[config.mk]
export PLATFORM = sky130hd
export DESIGN_NAME = free_reg_allocator_flat
export DESIGN_NICKNAME = d
export VERILOG_FILES = /design/src/rtl/frl_pkg.sv /design/src/rtl/free_reg_allocator_if.sv /design/src/rtl/frl_prio_pick.sv /design/src/rtl/free_reg_allocator.sv /design/src/flat_wrapper.sv
export SDC_FILE = /design/constraint.sdc
export NUM_CORES = 1
export LEC_CHECK = 0
export ABC_CLOCK_PERIOD_IN_PS = 8900
export CORE_UTILIZATION = 30
export CTS_BUF_LIST = sky130_fd_sc_hd__clkbuf_16
export DETAILED_ROUTE_END_ITERATION = 6
export RECOVER_POWER = 25
export SKIP_CTS_REPAIR_TIMING = 1
export SYNTH_ARGS = -nofsm -noshare
export SYNTH_HDL_FRONTEND = slang
export SYNTH_HIERARCHICAL = 1
export SYNTH_SLANG_ARGS = --single-unit
[constraint.sdc]
create_clock -name clk -period 8.9 [get_ports clk]
set_input_delay 2.67 -clock clk [delete_from_list [all_inputs] [get_ports clk]]
set_output_delay 2.67 -clock clk [all_outputs]
set_load 0.1 [all_outputs]
[src/rtl/frl_pkg.sv]
// Shared defaults, widths and types for the free register allocator.
package frl_pkg;

    localparam int FRL_NUM_REG = 64;
    localparam int FRL_AW      = $clog2(FRL_NUM_REG);
    localparam int FRL_CNT_W   = $clog2(FRL_NUM_REG + 1);

    typedef logic [FRL_NUM_REG-1:0] frl_free_vec_t;

    typedef enum logic [1:0] {
        FRL_OP_NORMAL,
        FRL_OP_SAVE,
        FRL_OP_RESTORE
    } frl_ckpt_op_e;

    function automatic int frl_ckpt_w(input int num_ckpt);
        return (num_ckpt > 1) ? $clog2(num_ckpt) : 1;
    endfunction

endpackage

[src/rtl/free_reg_allocator_if.sv]
// Allocation / return / checkpoint bus of the free register allocator.
interface free_reg_allocator_if
    import frl_pkg::*;
#(
    parameter int NUM_REG  = FRL_NUM_REG,
    parameter int ALLOC_W  = 2,
    parameter int RET_W    = 2,
    parameter int NUM_CKPT = 4
);

    localparam int AW     = $clog2(NUM_REG);
    localparam int CNT_W  = $clog2(NUM_REG + 1);
    localparam int CKPT_W = frl_ckpt_w(NUM_CKPT);

    logic [ALLOC_W-1:0]    alloc_req;
    logic                  alloc_grant;
    logic [ALLOC_W*AW-1:0] alloc_addr;
    logic                  empty;
    logic [RET_W-1:0]      ret_valid;
    logic [RET_W*AW-1:0]   ret_addr;
    logic                  ckpt_save;
    logic                  ckpt_restore;
    logic [CKPT_W-1:0]     ckpt_save_id;
    logic [CKPT_W-1:0]     ckpt_restore_id;
    logic [CNT_W-1:0]      free_count;
    logic                  err_double_free;

    modport master (
        output alloc_req, ret_valid, ret_addr,
        output ckpt_save, ckpt_restore, ckpt_save_id, ckpt_restore_id,
        input  alloc_grant, alloc_addr, empty, free_count, err_double_free
    );

    modport slave (
        input  alloc_req, ret_valid, ret_addr,
        input  ckpt_save, ckpt_restore, ckpt_save_id, ckpt_restore_id,
        output alloc_grant, alloc_addr, empty, free_count, err_double_free
    );

endinterface

[src/rtl/frl_prio_pick.sv]
// Lane selection: each requesting lane takes the lowest free bit not already
// taken by a lower lane (one masked find-first-set stage per lane).
module frl_prio_pick
    import frl_pkg::*;
#(
    parameter int NUM_REG = FRL_NUM_REG,
    parameter int ALLOC_W = 2
) (
    input  logic [NUM_REG-1:0]                  i_free,
    input  logic [ALLOC_W-1:0]                  i_req,
    output logic [ALLOC_W*$clog2(NUM_REG)-1:0]  o_addr,
    output logic [NUM_REG-1:0]                  o_mask
);

    localparam int AW = $clog2(NUM_REG);

    logic [NUM_REG-1:0] w_avail;
    logic               w_hit;
    logic [AW-1:0]      w_idx;

    // NOTE: every variable gets a default at the top of always_comb so no path
    // leaves it unassigned; otherwise synthesis infers a latch.
    always_comb begin
        w_avail = i_free;
        o_addr  = '0;
        o_mask  = '0;
        w_hit   = 1'b0;
        w_idx   = '0;
        for (int i = 0; i < ALLOC_W; i++) begin
            w_hit = 1'b0;
            w_idx = '0;
            if (i_req[i]) begin
                // Scanning downward leaves the lowest free index as the final hit.
                for (int b = NUM_REG - 1; b >= 0; b--) begin
                    if (w_avail[b]) begin
                        w_hit = 1'b1;
                        w_idx = AW'(b);
                    end
                end
            end
            if (w_hit) begin
                o_addr[i*AW +: AW] = w_idx;
                w_avail[w_idx]     = 1'b0;
                o_mask[w_idx]      = 1'b1;
            end
        end
    end

endmodule

[src/rtl/free_reg_allocator.sv]
// Free-list allocator for physical registers with multi-lane alloc/return.
// Checkpoint slots are built only when FRL_CHECKPOINT_EN is defined.
module free_reg_allocator
    import frl_pkg::*;
#(
    parameter int NUM_REG  = FRL_NUM_REG,
    parameter int ALLOC_W  = 2,
    parameter int RET_W    = 2,
    parameter int NUM_CKPT = 4
) (
    input  logic                 clk,
    input  logic                 rst,
    free_reg_allocator_if.slave  bus
);

    localparam int AW     = $clog2(NUM_REG);
    localparam int CNT_W  = $clog2(NUM_REG + 1);
    localparam int CKPT_W = frl_ckpt_w(NUM_CKPT);

    typedef logic [NUM_REG-1:0] vec_t;

    vec_t             r_free;
    logic [CNT_W-1:0] r_count;
    logic             r_err;

    logic [ALLOC_W*AW-1:0] w_pick_addr;
    vec_t                  w_pick_mask;
    vec_t                  w_grant_mask;
    vec_t                  w_ret_mask;
    vec_t                  w_live_nxt;
    logic [CNT_W-1:0]      w_req_cnt;
    logic [CNT_W-1:0]      w_grant_cnt;
    logic [CNT_W-1:0]      w_ret_cnt;
    logic [CNT_W-1:0]      w_count_nxt;
    logic [AW-1:0]         w_ret_idx;
    logic                  w_dbl;
    logic                  w_grant;
    logic                  w_restore_act;

    frl_prio_pick #(
        .NUM_REG (NUM_REG),
        .ALLOC_W (ALLOC_W)
    ) u_pick (
        .i_free (r_free),
        .i_req  (bus.alloc_req),
        .o_addr (w_pick_addr),
        .o_mask (w_pick_mask)
    );

    // Returns are checked against the live vector and against earlier lanes.
    always_comb begin
        w_req_cnt  = '0;
        w_ret_mask = '0;
        w_ret_cnt  = '0;
        w_dbl      = 1'b0;
        w_ret_idx  = '0;
        for (int i = 0; i < ALLOC_W; i++) begin
            w_req_cnt = w_req_cnt + CNT_W'(bus.alloc_req[i]);
        end
        for (int j = 0; j < RET_W; j++) begin
            if (bus.ret_valid[j]) begin
                w_ret_idx = bus.ret_addr[j*AW +: AW];
                if (r_free[w_ret_idx] || w_ret_mask[w_ret_idx]) begin
                    w_dbl = 1'b1;
                end else begin
                    w_ret_mask[w_ret_idx] = 1'b1;
                    w_ret_cnt = w_ret_cnt + CNT_W'(1);
                end
            end
        end
    end

    assign w_grant      = !rst && (|bus.alloc_req) && (w_req_cnt <= r_count) && !w_restore_act;
    assign w_grant_mask = w_grant ? w_pick_mask : '0;
    assign w_grant_cnt  = w_grant ? w_req_cnt : '0;

    assign bus.alloc_grant     = w_grant;
    assign bus.empty           = !rst && (|bus.alloc_req) && !w_grant;
    assign bus.alloc_addr      = w_pick_addr;
    assign bus.free_count      = r_count;
    assign bus.err_double_free = r_err;

`ifdef FRL_CHECKPOINT_EN
    vec_t             r_ckpt [NUM_CKPT];
    frl_ckpt_op_e     w_op;
    vec_t             w_restore_vec;
    logic [CNT_W-1:0] w_restore_cnt;

    always_comb begin
        if (bus.ckpt_restore)   w_op = FRL_OP_RESTORE;
        else if (bus.ckpt_save) w_op = FRL_OP_SAVE;
        else                    w_op = FRL_OP_NORMAL;
        w_restore_vec = r_ckpt[bus.ckpt_restore_id] | w_ret_mask;
        w_restore_cnt = '0;
        for (int b = 0; b < NUM_REG; b++) begin
            w_restore_cnt = w_restore_cnt + CNT_W'(w_restore_vec[b]);
        end
    end

    assign w_restore_act = (w_op == FRL_OP_RESTORE);

    // NOTE: the slots are reset like ordinary flops, not left uninitialised as a
    // memory would be, because a restore straight after reset must yield all-free.
    always_ff @(posedge clk or posedge rst) begin
        if (rst) begin
            for (int k = 0; k < NUM_CKPT; k++) r_ckpt[k] <= '1;
        end else begin
            for (int k = 0; k < NUM_CKPT; k++) begin
                // The saved snapshot reflects this cycle's allocations but not its returns.
                if (w_op == FRL_OP_SAVE && bus.ckpt_save_id == CKPT_W'(k)) begin
                    r_ckpt[k] <= r_free & ~w_grant_mask;
                end else begin
                    r_ckpt[k] <= r_ckpt[k] | w_ret_mask;
                end
            end
        end
    end
`else
    logic [2*CKPT_W+1:0] w_unused_ckpt;

    assign w_unused_ckpt = {bus.ckpt_save, bus.ckpt_restore,
                            bus.ckpt_save_id, bus.ckpt_restore_id};
    assign w_restore_act = 1'b0;
`endif

    always_comb begin
        w_live_nxt  = (r_free & ~w_grant_mask) | w_ret_mask;
        w_count_nxt = r_count + w_ret_cnt - w_grant_cnt;
`ifdef FRL_CHECKPOINT_EN
        if (w_restore_act) begin
            w_live_nxt  = w_restore_vec;
            w_count_nxt = w_restore_cnt;
        end
`endif
    end

    // NOTE: state registers use non-blocking assignments so every flop samples
    // pre-edge values regardless of statement order.
    always_ff @(posedge clk or posedge rst) begin
        if (rst) begin
            r_free  <= '1;
            r_count <= CNT_W'(NUM_REG);
            r_err   <= 1'b0;
        end else begin
            r_free  <= w_live_nxt;
            r_count <= w_count_nxt;
            r_err   <= r_err | w_dbl;
        end
    end

endmodule

[src/flat_wrapper.sv]
// flat-port wrapper written by rule: the top's interface ports become plain ports
module free_reg_allocator_flat import frl_pkg::*;
#(
    parameter int NUM_REG  = FRL_NUM_REG,
    parameter int ALLOC_W  = 2,
    parameter int RET_W    = 2,
    parameter int NUM_CKPT = 4
)
  (clk, rst, bus_alloc_req, bus_ret_valid, bus_ret_addr, bus_ckpt_save, bus_ckpt_restore, bus_ckpt_save_id, bus_ckpt_restore_id, bus_alloc_grant, bus_alloc_addr, bus_empty, bus_free_count, bus_err_double_free);
  free_reg_allocator_if #(.NUM_REG(NUM_REG), .ALLOC_W(ALLOC_W), .RET_W(RET_W), .NUM_CKPT(NUM_CKPT)) bus_i ();
  input  logic clk;
  input  logic rst;
  input wire logic [$bits(bus_i.alloc_req)-1:0] bus_alloc_req;
  input wire logic [$bits(bus_i.ret_valid)-1:0] bus_ret_valid;
  input wire logic [$bits(bus_i.ret_addr)-1:0] bus_ret_addr;
  input wire logic [$bits(bus_i.ckpt_save)-1:0] bus_ckpt_save;
  input wire logic [$bits(bus_i.ckpt_restore)-1:0] bus_ckpt_restore;
  input wire logic [$bits(bus_i.ckpt_save_id)-1:0] bus_ckpt_save_id;
  input wire logic [$bits(bus_i.ckpt_restore_id)-1:0] bus_ckpt_restore_id;
  output wire logic [$bits(bus_i.alloc_grant)-1:0] bus_alloc_grant;
  output wire logic [$bits(bus_i.alloc_addr)-1:0] bus_alloc_addr;
  output wire logic [$bits(bus_i.empty)-1:0] bus_empty;
  output wire logic [$bits(bus_i.free_count)-1:0] bus_free_count;
  output wire logic [$bits(bus_i.err_double_free)-1:0] bus_err_double_free;
  assign bus_i.alloc_req = bus_alloc_req;
  assign bus_i.ret_valid = bus_ret_valid;
  assign bus_i.ret_addr = bus_ret_addr;
  assign bus_i.ckpt_save = bus_ckpt_save;
  assign bus_i.ckpt_restore = bus_ckpt_restore;
  assign bus_i.ckpt_save_id = bus_ckpt_save_id;
  assign bus_i.ckpt_restore_id = bus_ckpt_restore_id;
  assign bus_alloc_grant = bus_i.alloc_grant;
  assign bus_alloc_addr = bus_i.alloc_addr;
  assign bus_empty = bus_i.empty;
  assign bus_free_count = bus_i.free_count;
  assign bus_err_double_free = bus_i.err_double_free;
  free_reg_allocator #(.NUM_REG(NUM_REG), .ALLOC_W(ALLOC_W), .RET_W(RET_W), .NUM_CKPT(NUM_CKPT)) u_core (.clk(clk), .rst(rst), .bus(bus_i));
endmodule
==> results.yml <==
status:
  status: "finished with violations"
  violations: "design-rule violations, max-capacitance violations, max-slew violations"
clock_tree:
  cts.sinks: 72
  clock_path_buffers: 2
  htreeDepth: 3
  numCtsBuffers: 9
  cts_tree: "built"
  clock_latency_ns: 0.34
  root_buffer: "clkbuf_16"
  clk_pin_slew_ns: 0.05
yosys:
  synthArstFlopShare_pct: 100
  synthesis.instances: 1178
  syn_area_sq_mm: 0.00932
  ys_seq_area_share_pct: 20.2
  synth_fp_nets: 1220
  yosysUniqueCellTypes: 105
  synthFlopType: "dfstp_2"
  avgSynthCellArea_sq_um: 7.91
  synth_edf_count: 0
  yosys_register_bits: 72
  ys.warnings.count: 6
floorplanning:
  die-area_sq_mm: 0.0318
  rows: 64
  die_y_um: 178
  io_pins: 46
  core_sq_mm: 0.0306
  initial_core_util_pct: 30.5
  die_w_um: 178
critical_path:
  critPathLaunchType: "input port"
  cp_slowest_stage_delay_ns: 0.44
  criticalPathCategory: "in -> out"
  cp_top_family: "compound AO/OA/AOI/OAI gates"
  crit_arrival_ns: 6.11
  end_kind: "output pin"
  cp_slowest_cell: "a2111o_1"
  crit_required_ns: 6.23
  path_buf_inv: 6
  cpMostUsedCell: "buf_4"
  cp_cell_sequence: "clkbuf_2 -> buf_4 -> nor2b_1 -> o21ai_0 -> a211oi_2 -> o21ai_1 -> inv_1 -> mux2_2 -> o32ai_2 -> buf_4 -> nor2_1 -> a211o_1 -> a2111o_1 -> a211o_2 -> inv_2 -> buf_12"
  cp_max_fo: 4
routing:
  routed_wl_um: 44900
  vias: 11500
  drt-wirelength-per-cell_um: 26.3
  ant_nets: 0
  drt-pass1-iter-count: 7
  route.detailed.drc: 2
  drtIter0Drc: 1794
  viasPerCell: 6.72
global_route:
  grt_pass1_vias: 10900
  grt_max_degree: 73
  grt_pass1_wl_um: 66500
  globalRouteOverflowTotal: 0
  grt_antenna_before_repair: 0
  grt_usage_pct: 28.0
hold_path:
  hold_class: "reg -> reg"
layout:
  antenna_cells: 0
  final_nets: 1349
  fin_area_sq_mm: 0.0115
  syn2layout_area_growth_pct: 23.3
  layout-drive-gt1-share_pct: 27.4
power_and_ir_drop:
  p_per_area_mw_per_mm2: 319
  p_leak_nw: 4.12
  irDropWorstVdd_mv: 0.310
  power_mw: 3.67
job:
  max_cap_violations: 1
timing:
  setup_viol: 0
  fmax_ghz: 0.114
  hold_slack_ns: 0.461
  relSlewSlack_pct: -166
  min_period_ns: 8.78
  skew_ns: 0.00747
  period_share_pct: 98.6
  final.setup.tns_ns: 0
  finalMaxSlewViolations: 73
  hold_violations: 0
  worst_pin_slew_ns: 3.99
placed_design:
  io_buffer_count: 39
  place.gp.congestion: 1.03
  place_area_sq_mm: 0.0111
  hpwl_um: 33600
## metrics by stage
step / utilization [%] / worst slack [ns] / std cells
after floorplan: - / -0.119 / 1178
after global placement: 36.4 / -0.368 / 1691
after detailed placement: 36.4 / -0.355 / 1691
after CTS: 37.5 / -0.370 / 1707
after global routing: 37.6 / -0.00387 / 1708
final: 37.6 / 0.122 / 1708
## cells in the mapped netlist (8+ instances only)
cell / instances / share of area, %
a211oi_1: 14 / 1.1
mux4_2: 9 / 2.2
or3_1: 15 / 1.0
o22ai_1: 45 / 3.0
buf_6: 8 / 0.97
mux2_2: 10 / 1.2
or4_1: 12 / 0.97
a221oi_1: 9 / 0.85
nor2_1: 68 / 2.7
dfstp_2: 65 / 18
o21ai_0: 36 / 1.9
o31ai_1: 44 / 3.5
inv_1: 52 / 2.1
o31a_1: 8 / 0.75
nand2b_1: 22 / 1.5
nor2b_1: 25 / 1.7
a21oi_1: 38 / 2.0
a31oi_1: 8 / 0.54
nand3_1: 35 / 1.9
o41ai_1: 8 / 0.75
o21a_1: 18 / 1.4
nor4_1: 25 / 1.7
nand4_1: 17 / 1.1
buf_1: 9 / 0.36
clkbuf_1: 38 / 1.5
nand2_1: 135 / 5.4
ha_1: 16 / 2.1
and2_1: 11 / 0.74
mux2i_1: 24 / 2.6
o21ai_1: 10 / 0.54
a22oi_1: 68 / 5.5
buf_2: 18 / 0.97
nor3_1: 26 / 1.4
nand3b_1: 9 / 0.72
o31ai_2: 40 / 5.4
## logic make-up after synthesis
| group | share of synthesized area (%) |
|---|---|
| compound gates | 38.2 |
| xor+xnor | 1.03 |
| fa+ha+maj | 2.58 |
| buf+inv | 6.43 |
| flops | 20.2 |
| mux | 6.08 |
| simple gates | 25.5 |
## cell usage in the layout, fill, tap and decap left out, types with 35 or more instances in the layout
master | Yosys | final
a21oi_1 | 38 | 37
a22oi_1 | 68 | 68
buf_4 | 4 | 159
dfstp_2 | 65 | 65
inv_1 | 52 | 51
nand2_1 | 135 | 133
nand3_1 | 35 | 35
nor2_1 | 68 | 68
o22ai_1 | 45 | 45
o31ai_1 | 44 | 43
o31ai_2 | 40 | 41
## flip-flops by register name, indices dropped and copies added, names as in the netlist
signal                      count
u_core/bus.free_count           7
u_core/r_free                  64
u_core/bus.err_double_free      1
## power breakdown
part	switching (mW)	internal (mW)
Combinational	1.39	0.902
Clock	0.146	0.271
Sequential	0.414	0.539
## worst paths after layout
check / slack [ns] / startpoint / depth (start not counted) / to
worst min-delay path: 0.46 / u_core/bus.err_double_free / 1 / u_core/bus.err_double_free
min in group asynchronous: 4.38 / rst / 3 / u_core/bus.free_count[5]
worst max register to register: 3.05 / u_core/r_free[3] / 23 / u_core/r_free[43]
worst min register to register: 0.46 / u_core/bus.err_double_free / 1 / u_core/bus.err_double_free
max in group asynchronous: 2.28 / rst / 3 / u_core/bus.err_double_free
worst max-delay path: 0.12 / bus_alloc_req[0] / 16 / bus_alloc_addr[7]
## metal layers
| layer | up-vias | wire length, um | global-route usage [%] | share of wire (%) |
|---|---|---|---|---|
| met1 | 5495 | 17900 | 36.3 | 40 |
| met4 | 0 | 2570 | 13.4 | 5.7 |
| li1 | 4910 | - | - | - |
| met3 | 200 | 5060 | 6.91 | 11 |
| met2 | 872 | 19300 | 43.2 | 43 |
| met5 | - | 0 | 0 | 0 |
## worst register-to-register path: stages (launching register included)
cell and delay, ns:
dfstp_2 0.45, nor4_1 0.72, nand4_1 0.19, a311o_1 0.35
o21a_1 0.18, inv_1 0.24, o211ai_1 0.23, buf_12 0.22
o31ai_1 0.31, buf_4 0.18, nand4_1 0.15, or3_1 0.35
a31oi_1 0.19, nor4_1 0.08, buf_4 0.16, o211ai_4 0.19
inv_2 0.07, buf_4 0.17, nor3_2 0.49, buf_4 0.25
a31o_2 0.16, nand2_1 0.07, a22oi_1 0.21, o31ai_1 0.13
## area by class of cell
type | count | area [sq um]
inverter | 54 | 203
sequential | 72 | 1880
clock inverter | 7 | 110
clock buffer | 9 | 225
tap | 396 | 495
multi-input combinational | 973 | 6900
fill | 3209 | 19100
timing repair buffer | 197 | 1680
Note: power is estimated with default switching activity, not from simulation.
